## src/rtl/uart_rx_oversample.sv

```systemverilog
// 8N1 UART receiver with 16x-style oversampling, mid-bit sampling, start-glitch rejection,
// framing-error detection and a single-entry valid/ready holding register.
module uart_rx_oversample #(
    parameter int unsigned CLK_FREQ   = 100000000,
    parameter int unsigned BAUD       = 9600,
    parameter int unsigned OVERSAMPLE = 16
) (
    input  logic       clk,
    input  logic       rst,
    input  logic       rx,
    output logic [7:0] data_out,
    output logic       data_valid,
    input  logic       data_ready,
    output logic       frame_err,
    output logic       overrun,
    output logic       busy
);

    localparam int unsigned DIV   = CLK_FREQ / (BAUD * OVERSAMPLE);
    localparam int unsigned DIV_W = (DIV > 1) ? $clog2(DIV) : 1;
    localparam int unsigned OS_W  = $clog2(OVERSAMPLE);

    localparam logic [DIV_W-1:0] DIV_LAST  = DIV_W'(DIV - 1);
    localparam logic [OS_W-1:0]  HALF_LAST = OS_W'(OVERSAMPLE / 2 - 1);
    localparam logic [OS_W-1:0]  FULL_LAST = OS_W'(OVERSAMPLE - 1);

    typedef enum logic [2:0] {
        StIdle,
        StStart,
        StData,
        StStop,
        StRecover
    } state_e;

    state_e             state_q, state_d;
    logic               sync1_q, sync2_q;
    logic               rx_s;
    logic [DIV_W-1:0]   div_cnt_q, div_cnt_d;
    logic [OS_W-1:0]    tick_cnt_q, tick_cnt_d;
    logic [2:0]         bit_idx_q, bit_idx_d;
    logic [7:0]         shift_q, shift_d;
    logic [7:0]         data_q, data_d;
    logic               valid_q, valid_d;
    logic               frame_err_q, frame_err_d;
    logic               overrun_q, overrun_d;
    logic               tick;
    logic               deliver;

    assign rx_s = sync2_q;
    assign tick = (div_cnt_q == DIV_LAST);

    always_comb begin
        state_d     = state_q;
        div_cnt_d   = div_cnt_q;
        tick_cnt_d  = tick_cnt_q;
        bit_idx_d   = bit_idx_q;
        shift_d     = shift_q;
        data_d      = data_q;
        valid_d     = valid_q;
        frame_err_d = 1'b0;
        overrun_d   = 1'b0;
        deliver     = 1'b0;

        // Tick timebase runs only while a frame is in progress.
        if (state_q != StIdle) begin
            div_cnt_d = tick ? '0 : div_cnt_q + DIV_W'(1);
            if (tick) begin
                tick_cnt_d = tick_cnt_q + OS_W'(1);
            end
        end

        case (state_q)
            StIdle: begin
                div_cnt_d  = '0;
                tick_cnt_d = '0;
                if (!rx_s) begin
                    shift_d = '0;
                    state_d = StStart;
                end
            end
            StStart: begin
                if (tick && tick_cnt_q == HALF_LAST) begin
                    tick_cnt_d = '0;
                    if (rx_s) begin
                        state_d = StIdle;
                    end else begin
                        bit_idx_d = 3'd0;
                        state_d   = StData;
                    end
                end
            end
            StData: begin
                if (tick && tick_cnt_q == FULL_LAST) begin
                    tick_cnt_d         = '0;
                    shift_d[bit_idx_q] = rx_s;
                    bit_idx_d          = bit_idx_q + 3'd1;
                    if (bit_idx_q == 3'd7) begin
                        state_d = StStop;
                    end
                end
            end
            StStop: begin
                if (tick && tick_cnt_q == FULL_LAST) begin
                    tick_cnt_d = '0;
                    if (rx_s) begin
                        deliver = 1'b1;
                        state_d = StIdle;
                    end else begin
                        frame_err_d = 1'b1;
                        state_d     = StRecover;
                    end
                end
            end
            StRecover: begin
                // A held-low break stays here so it reports only one framing error.
                if (rx_s) begin
                    state_d = StIdle;
                end
            end
            default: state_d = StIdle;
        endcase

        if (valid_q && data_ready) begin
            valid_d = 1'b0;
        end
        if (deliver) begin
            if (!valid_q || data_ready) begin
                data_d  = shift_d;
                valid_d = 1'b1;
            end else begin
                overrun_d = 1'b1;
            end
        end
    end

    always_ff @(posedge clk) begin
        if (rst) begin
            state_q     <= StIdle;
            sync1_q     <= 1'b1;
            sync2_q     <= 1'b1;
            div_cnt_q   <= '0;
            tick_cnt_q  <= '0;
            bit_idx_q   <= 3'd0;
            shift_q     <= 8'h00;
            data_q      <= 8'h00;
            valid_q     <= 1'b0;
            frame_err_q <= 1'b0;
            overrun_q   <= 1'b0;
        end else begin
            state_q     <= state_d;
            sync1_q     <= rx;
            sync2_q     <= sync1_q;
            div_cnt_q   <= div_cnt_d;
            tick_cnt_q  <= tick_cnt_d;
            bit_idx_q   <= bit_idx_d;
            shift_q     <= shift_d;
            data_q      <= data_d;
            valid_q     <= valid_d;
            frame_err_q <= frame_err_d;
            overrun_q   <= overrun_d;
        end
    end

    assign data_out   = data_q;
    assign data_valid = valid_q;
    assign frame_err  = frame_err_q;
    assign overrun    = overrun_q;
    assign busy       = (state_q != StIdle);

endmodule

```

## config.mk

```make
export PLATFORM = sky130hd
export DESIGN_NAME = uart_rx_oversample
export DESIGN_NICKNAME = d
export VERILOG_FILES = /design/src/rtl/uart_rx_oversample.sv
export SDC_FILE = /design/constraint.sdc
export NUM_CORES = 1
export LEC_CHECK = 0
export BUFFER_PORTS_ARGS = -buffer_cell sky130_fd_sc_hd__buf_2
export CAP_MARGIN = 20
export CORE_ASPECT_RATIO = 1.75
export CORE_MARGIN = 5
export CORE_UTILIZATION = 55
export CTS_BUF_LIST = sky130_fd_sc_hd__clkbuf_8
export CTS_CLUSTER_SIZE = 16
export DETAILED_ROUTE_END_ITERATION = 8
export PLACE_DENSITY = 0.7
export SLEW_MARGIN = 25
export SYNTH_ARGS = -nofsm -noshare
export SYNTH_HDL_FRONTEND = slang
export SYNTH_SLANG_ARGS = --single-unit
```

## constraint.sdc

```tcl
create_clock -name clk -period 2.31 [get_ports clk]
set_input_delay 0.1155 -clock clk [delete_from_list [all_inputs] [get_ports clk]]
set_output_delay 0.1155 -clock clk [all_outputs]
set_load 0.02 [all_outputs]
```

# Yosys cells after proc, flatten, opt, wreduce, memory -nomap -nowiden
# Cells that the tools add are included.
# op_classes
n_addsub	3
magnitude_cmp	2
n_eq_ne	15
mux	33
bitwise	3
reduce_logical	16
# ops
op	n
3-bit two-way mux	10
4-bit two-way mux	4
8-bit two-way mux	2
8-bit case mux with 2 select lines	1
3-bit case mux with 5 select lines	1
2-bit != test, second input constant	7
4-bit case mux with 3 select lines	1
10-bit by 1-bit adder with 10-bit output, second input constant	1
10-bit equality test, second input constant	1
10-bit two-way mux	1
1-bit two-way mux	9
8-bit bitwise mux	1
3-bit by 2-bit equality test with 1-bit output, second input constant	2
3-bit equality test, second input constant	2
3-bit case mux with 2 select lines	1
6-bit AND reduction	1
2-bit OR reduction	3
4-bit by 1-bit adder with 4-bit output, second input constant	1
4-bit by 3-bit equality test with 1-bit output, second input constant	1
4-bit equality test, second input constant	1
1-bit logical AND	4
3-bit by 4-bit less-than comparator with 1-bit output, second input constant	1
4-bit AND reduction	1
3-bit by 1-bit adder with 3-bit output, second input constant	1
other kinds (12)	14
# word_totals
ff_bits	41
in_bits	4
elab_cells	83

# Logic depth before layout (Yosys ltp)
# depth
word_depth	7
ltp_mapped	8

# Worst setup path before layout
# Ideal clock, no wire load.
# synth_timing
kind	register to register
from	reg div_cnt_q[2]
to	reg state_q[1]
t_arrival_ps	1516
setup_slack_ps	666
stages_incl_launch_ff	7
cell_sequence	dfxtp_1 -> buf_6 -> or3b_4 -> nor4_1 -> o21ai_0 -> mux2i_1 -> nor2_1
# synth_via
elab_chain_len	4
# synth_lines
item	line_no	text
start, declared	38	logic [DIV_W-1:0] div_cnt_q, div_cnt_d;
start signal, assigned	153	div_cnt_q <= div_cnt_d;
10-bit equality test *	50	assign tick = (div_cnt_q == DIV_LAST);
1-bit logical AND, on equally long branches	93, 103, 82	
2-bit != test (no line)	--	
6-bit AND reduction (no line) *	--	
end signal, assigned	138	state_q <= StIdle;
end signal, assigned	150	state_q <= state_d;
end, declared	35	state_e state_q, state_d;
# Mark *: on every way between the ends. The rest lies on a longest branch, timed or not.
# A chain may end at the register's enable or synchronous reset.

# Worst setup path in the final report
# layout_timing
from	reg tick_cnt_q[0]
to	reg data_q[2] (netlist: data_out[2])
# layout_via
elab_chain_len	5
# layout_lines
item	line_no	text
start, declared	39	logic [OS_W-1:0] tick_cnt_q, tick_cnt_d;
start signal, assigned	154	tick_cnt_q <= tick_cnt_d;
4-bit equality test *	93, 103	
1-bit logical AND *	93, 103	
1-bit two-way mux	103	if (tick && tick_cnt_q == FULL_LAST) begin
1-bit two-way mux	72	case (state_q)
2-bit AND reduction (no line)	--	
end signal, assigned	157	data_q <= data_d;
end, declared	42	logic [7:0] data_q, data_d;
# Marked as above.

==> metrics.csv <==
stage,metric,value,unit
clock_network,clk_lat worst skew,0.30,ns
setup_path,R2R Path End,data_out[2],
finish,FF+latch area,821,um^2
detailed_routing,ANT nets after route,0,
timing,RSZ-0062 raised after global routing,false,
setup_path,Reg-to-Reg Start,tick_cnt_q[0],
setup_path,Worst setup startpoint,tick_cnt_q[0],
synthesis,top cell type by total area after synthesis,dfxtp_1,
timing,final worst-path cycle share,84.4,%
timing,post-route minimum period,1.95,ns
place,post-placement cell area,2060,um^2
timing,worst slew pin tran,0.493,ns
timing,Worst Clk Skew,0.00692,ns
worst_hold_path,Hold Path End,overrun,
synthesis,"flops & latches, synth",41,
floorplanning,num rows,28,
timing,Final Setup Violations,0,
power,sw frac,21.2,%
power,maximum VDD drop,0.437,mV
place,routability-driven placement congestion ratio,0.864,
grt,vias in the first global route,1609,
setup_path,critical path arrival,2.18,ns
detailed_routing,Vias per Instance,5.60,
synthesis,number of synthesized flops with an enable pin,0,
grt,largest net degree at the start of global routing,29,
finish,nets,254,
setup_path,Crit. End Element,register,
setup_path,Startpoint Class,register,
worst_hold_path,Hold Startpoint,data_ready,
synthesis,Synth async-reset ratio,0,%
timing,max_slew headroom,67.1,%
finish,fillers,343,
synthesis,"Seq/Total Area, Yosys",41.5,%
detailed_routing,DR WL/cell,13.8,um
grt,antenna violations before repair,0,
synthesis,"Net Count, Synth",242,
floorplanning,IO Count,16,
setup_path,WP depth,6,
power,Switch Pwr,0.000267,W
grt,Total GRT Usage,18.2,%
place,DP HPWL,2.95,mm
setup_path,"CP delay by family, top",simple AND/OR/NAND/NOR gates,
floorplanning,Chip Height,89.3,um
finish,Final Util,63.3,%
finish,# diodes,0,
finish,Syn-to-layout area delta,9.94,%
finish,most frequent cells in the layout,"41 x dfxtp_1, 27 x nor2_1, 20 x nand3_1",
power,cell area power density,579,nW/um^2
worst_hold_path,hold path depth,3,
synthesis,Synth top area share,41.5,%
setup_path,required time worst endpoint,2.54,ns
detailed_routing,DR vias,1631,
floorplanning,Die Area,4940,um^2
grt,gr ovfl total,0,
clock_network,post-CTS setup buffer count,0,
power,Clock Power Share,40.8,%
finish,area of the multi-input gates,1060,um^2
synthesis,cell count after synthesis,233,
place,PortBufs,15,
synthesis,Synth Warn #,0,
clock_network,CTS tree,done,
setup_path,worst reg2reg path depth,6,
setup_path,Crit path largest cell delay,0.42,ns
setup_path,CP bufs+invs,0,
run_status,status,finished clean,
synthesis,synthesized cell area,1980,um^2
setup_path,CP cell instances,ha_1 > nand3_1 > nor3_1 > and4_1 > o2111ai_1 > a21oi_1,
synthesis,Avg Inst Size Synth,8.48,um^2
synthesis,commonest register cell after synthesis,dfxtp_1,
setup_path,"Max FO, Critical Path",8,
detailed_routing,starting DRC count in detailed routing,36,
clock_network,clk slew on worst S/H paths,0.08,ns
clock_network,CTS buffer count,5,
floorplanning,core area,3430,um^2
clock_network,clock buffer depth,2,
grt,first-pass GRT wire length,7.20,mm
power,Reg power frac,56.7,%
timing,"Slew Viols, Final",0,
clock_network,CTS Sinks,41,
setup_path,CP max stage cell,and4_1,
flow_run,max cap viols,0,
clock_network,CTS H-tree lvls,2,
synthesis,Area contributors post-synth,"dfxtp_1 42%, nor2_1 5.1%, nand3_1 5.1%, a21oi_1 4.1%, xor2_1 4.0%",
timing,Final Hold Vio Count,0,
setup_path,"Worst Path Class, Setup",register to register,
timing,setup_tns,0,ns
finish,"most common cell after layout, fill and taps aside",dfxtp_1,
finish,share of cells above drive strength 1,14.6,%
timing,Max Freq,0.513,GHz
finish,fin area,2170,um^2
worst_hold_path,min-delay worst type,input port to register,
floorplanning,Initial Util,57.5,%
power,Comb pwr share,2.5,%
clock_network,Root Driver,clkbuf_8,
power,LEAKAGE,0.840,nW
detailed_routing,final WL,4.02,mm
detailed_routing,DRT Pass-1 Iters,5,
setup_path,Worst R2R Setup Slack,0.36,ns
detailed_routing,DRC Markers,0,
power,internal power,0.000990,W
synthesis,Yosys cell types,42,
floorplanning,chip width,55.3,um
-- cells by family after synthesis --
| group | after synthesis | share of synthesized area, % |
|---|---|---|
| AND/OR/NAND/NOR | 109 | 29.0 |
| AO/OA/AOI/OAI | 41 | 13.2 |
| flip-flops | 41 | 41.5 |
| buffers and inverters | 19 | 4.62 |
| XOR/XNOR | 12 | 5.32 |
| multiplexers | 6 | 3.10 |
| adder cells (fa/ha/maj) | 5 | 3.17 |
-- synth_stat cells, drive strengths merged, types with 2 or more instances --
master / instances
nand2b: 3
or2: 5
o21ai: 5
nand4b: 2
nand3: 20
o21bai: 2
a31oi: 4
dfxtp: 41
mux2i: 5
or3b: 2
and3: 8
a22o: 2
clkbuf: 9
o211ai: 5
xor2: 9
nand2: 19
nor2: 27
a21oi: 16
ha: 5
nor3b: 2
o2111ai: 5
buf: 6
nor2b: 4
inv: 4
nand4: 2
nor3: 8
xnor2: 3
-- power by group through the flow --
stage / logic (W) / registers [W] / clock network (W)
6_report: 0.0000312 / 0.000713 / 0.000513
5_1_grt: 0.0000351 / 0.000713 / 0.000558
4_1_cts: 0.0000315 / 0.000713 / 0.000518
3_5_place_dp: 0.0000302 / 0.000729 / 0
3_3_place_gp: 0.0000294 / 0.000729 / 0
2_1_floorplan: 0.0000266 / 0.000726 / 0
-- tightest hold or removal path, stage by stage --
cell	delay, ns
buf_2	0.07
nand2b_1	0.15
nor4b_1	0.07
-- per-layer routing --
metal	vias to the layer above	global-route usage, %	routed length [um]
met5	-	0	0
met4	0	7.30	68
met3	7	3.90	131
met2	23	35.3	2200
met1	756	18.8	1620
li1	845	-	-
-- cell type report --
cell class,count,area share [%]
clock buffers,7,4.44
clock inverters,1,0.230
inverters,4,0.691
multi-input cells,173,49.0
flip-flops and latches,41,37.8
well taps,45,2.59
repair buffers,20,5.30
-- how the worst max path moves through the flow --
stage | slack (ns) | endpoint
global placement | 0.47 | data_out[2]
finish | 0.36 | data_out[2]
floorplan | 0.67 | state_q[1]
detailed placement | 0.37 | data_out[3]
CTS | 0.35 | data_out[3]
global route | 0.11 | data_out[7]
-- metrics by stage --
step | setup WS [ns] | hold WS [ns] | total power, W | cells
detailed placement | 0.371 | 0.302 | 0.000760 | 282
CTS | 0.346 | 0.159 | 0.00126 | 291
global placement | 0.466 | 0.297 | 0.000758 | 282
global route | 0.114 | 0.182 | 0.00131 | 291
finish | 0.360 | 0.167 | 0.00126 | 291
floorplan | 0.666 | 0.219 | 0.000753 | 233
-- state kept, by name, indices dropped and copies added (netlist names), 3 cells and up --
name	flops
shift_q	8
state_q	3
tick_cnt_q	4
data_out	8
div_cnt_q	10
bit_idx_q	3
-- timing repair --
item                                   4_1_cts  5_1_grt
resized for setup                            0        0
endpoints found under the hold margin        1        0
hold buffers                                 1        0
setup endpoints to repair                    0        0
Note: power is estimated with default switching activity, not from simulation.
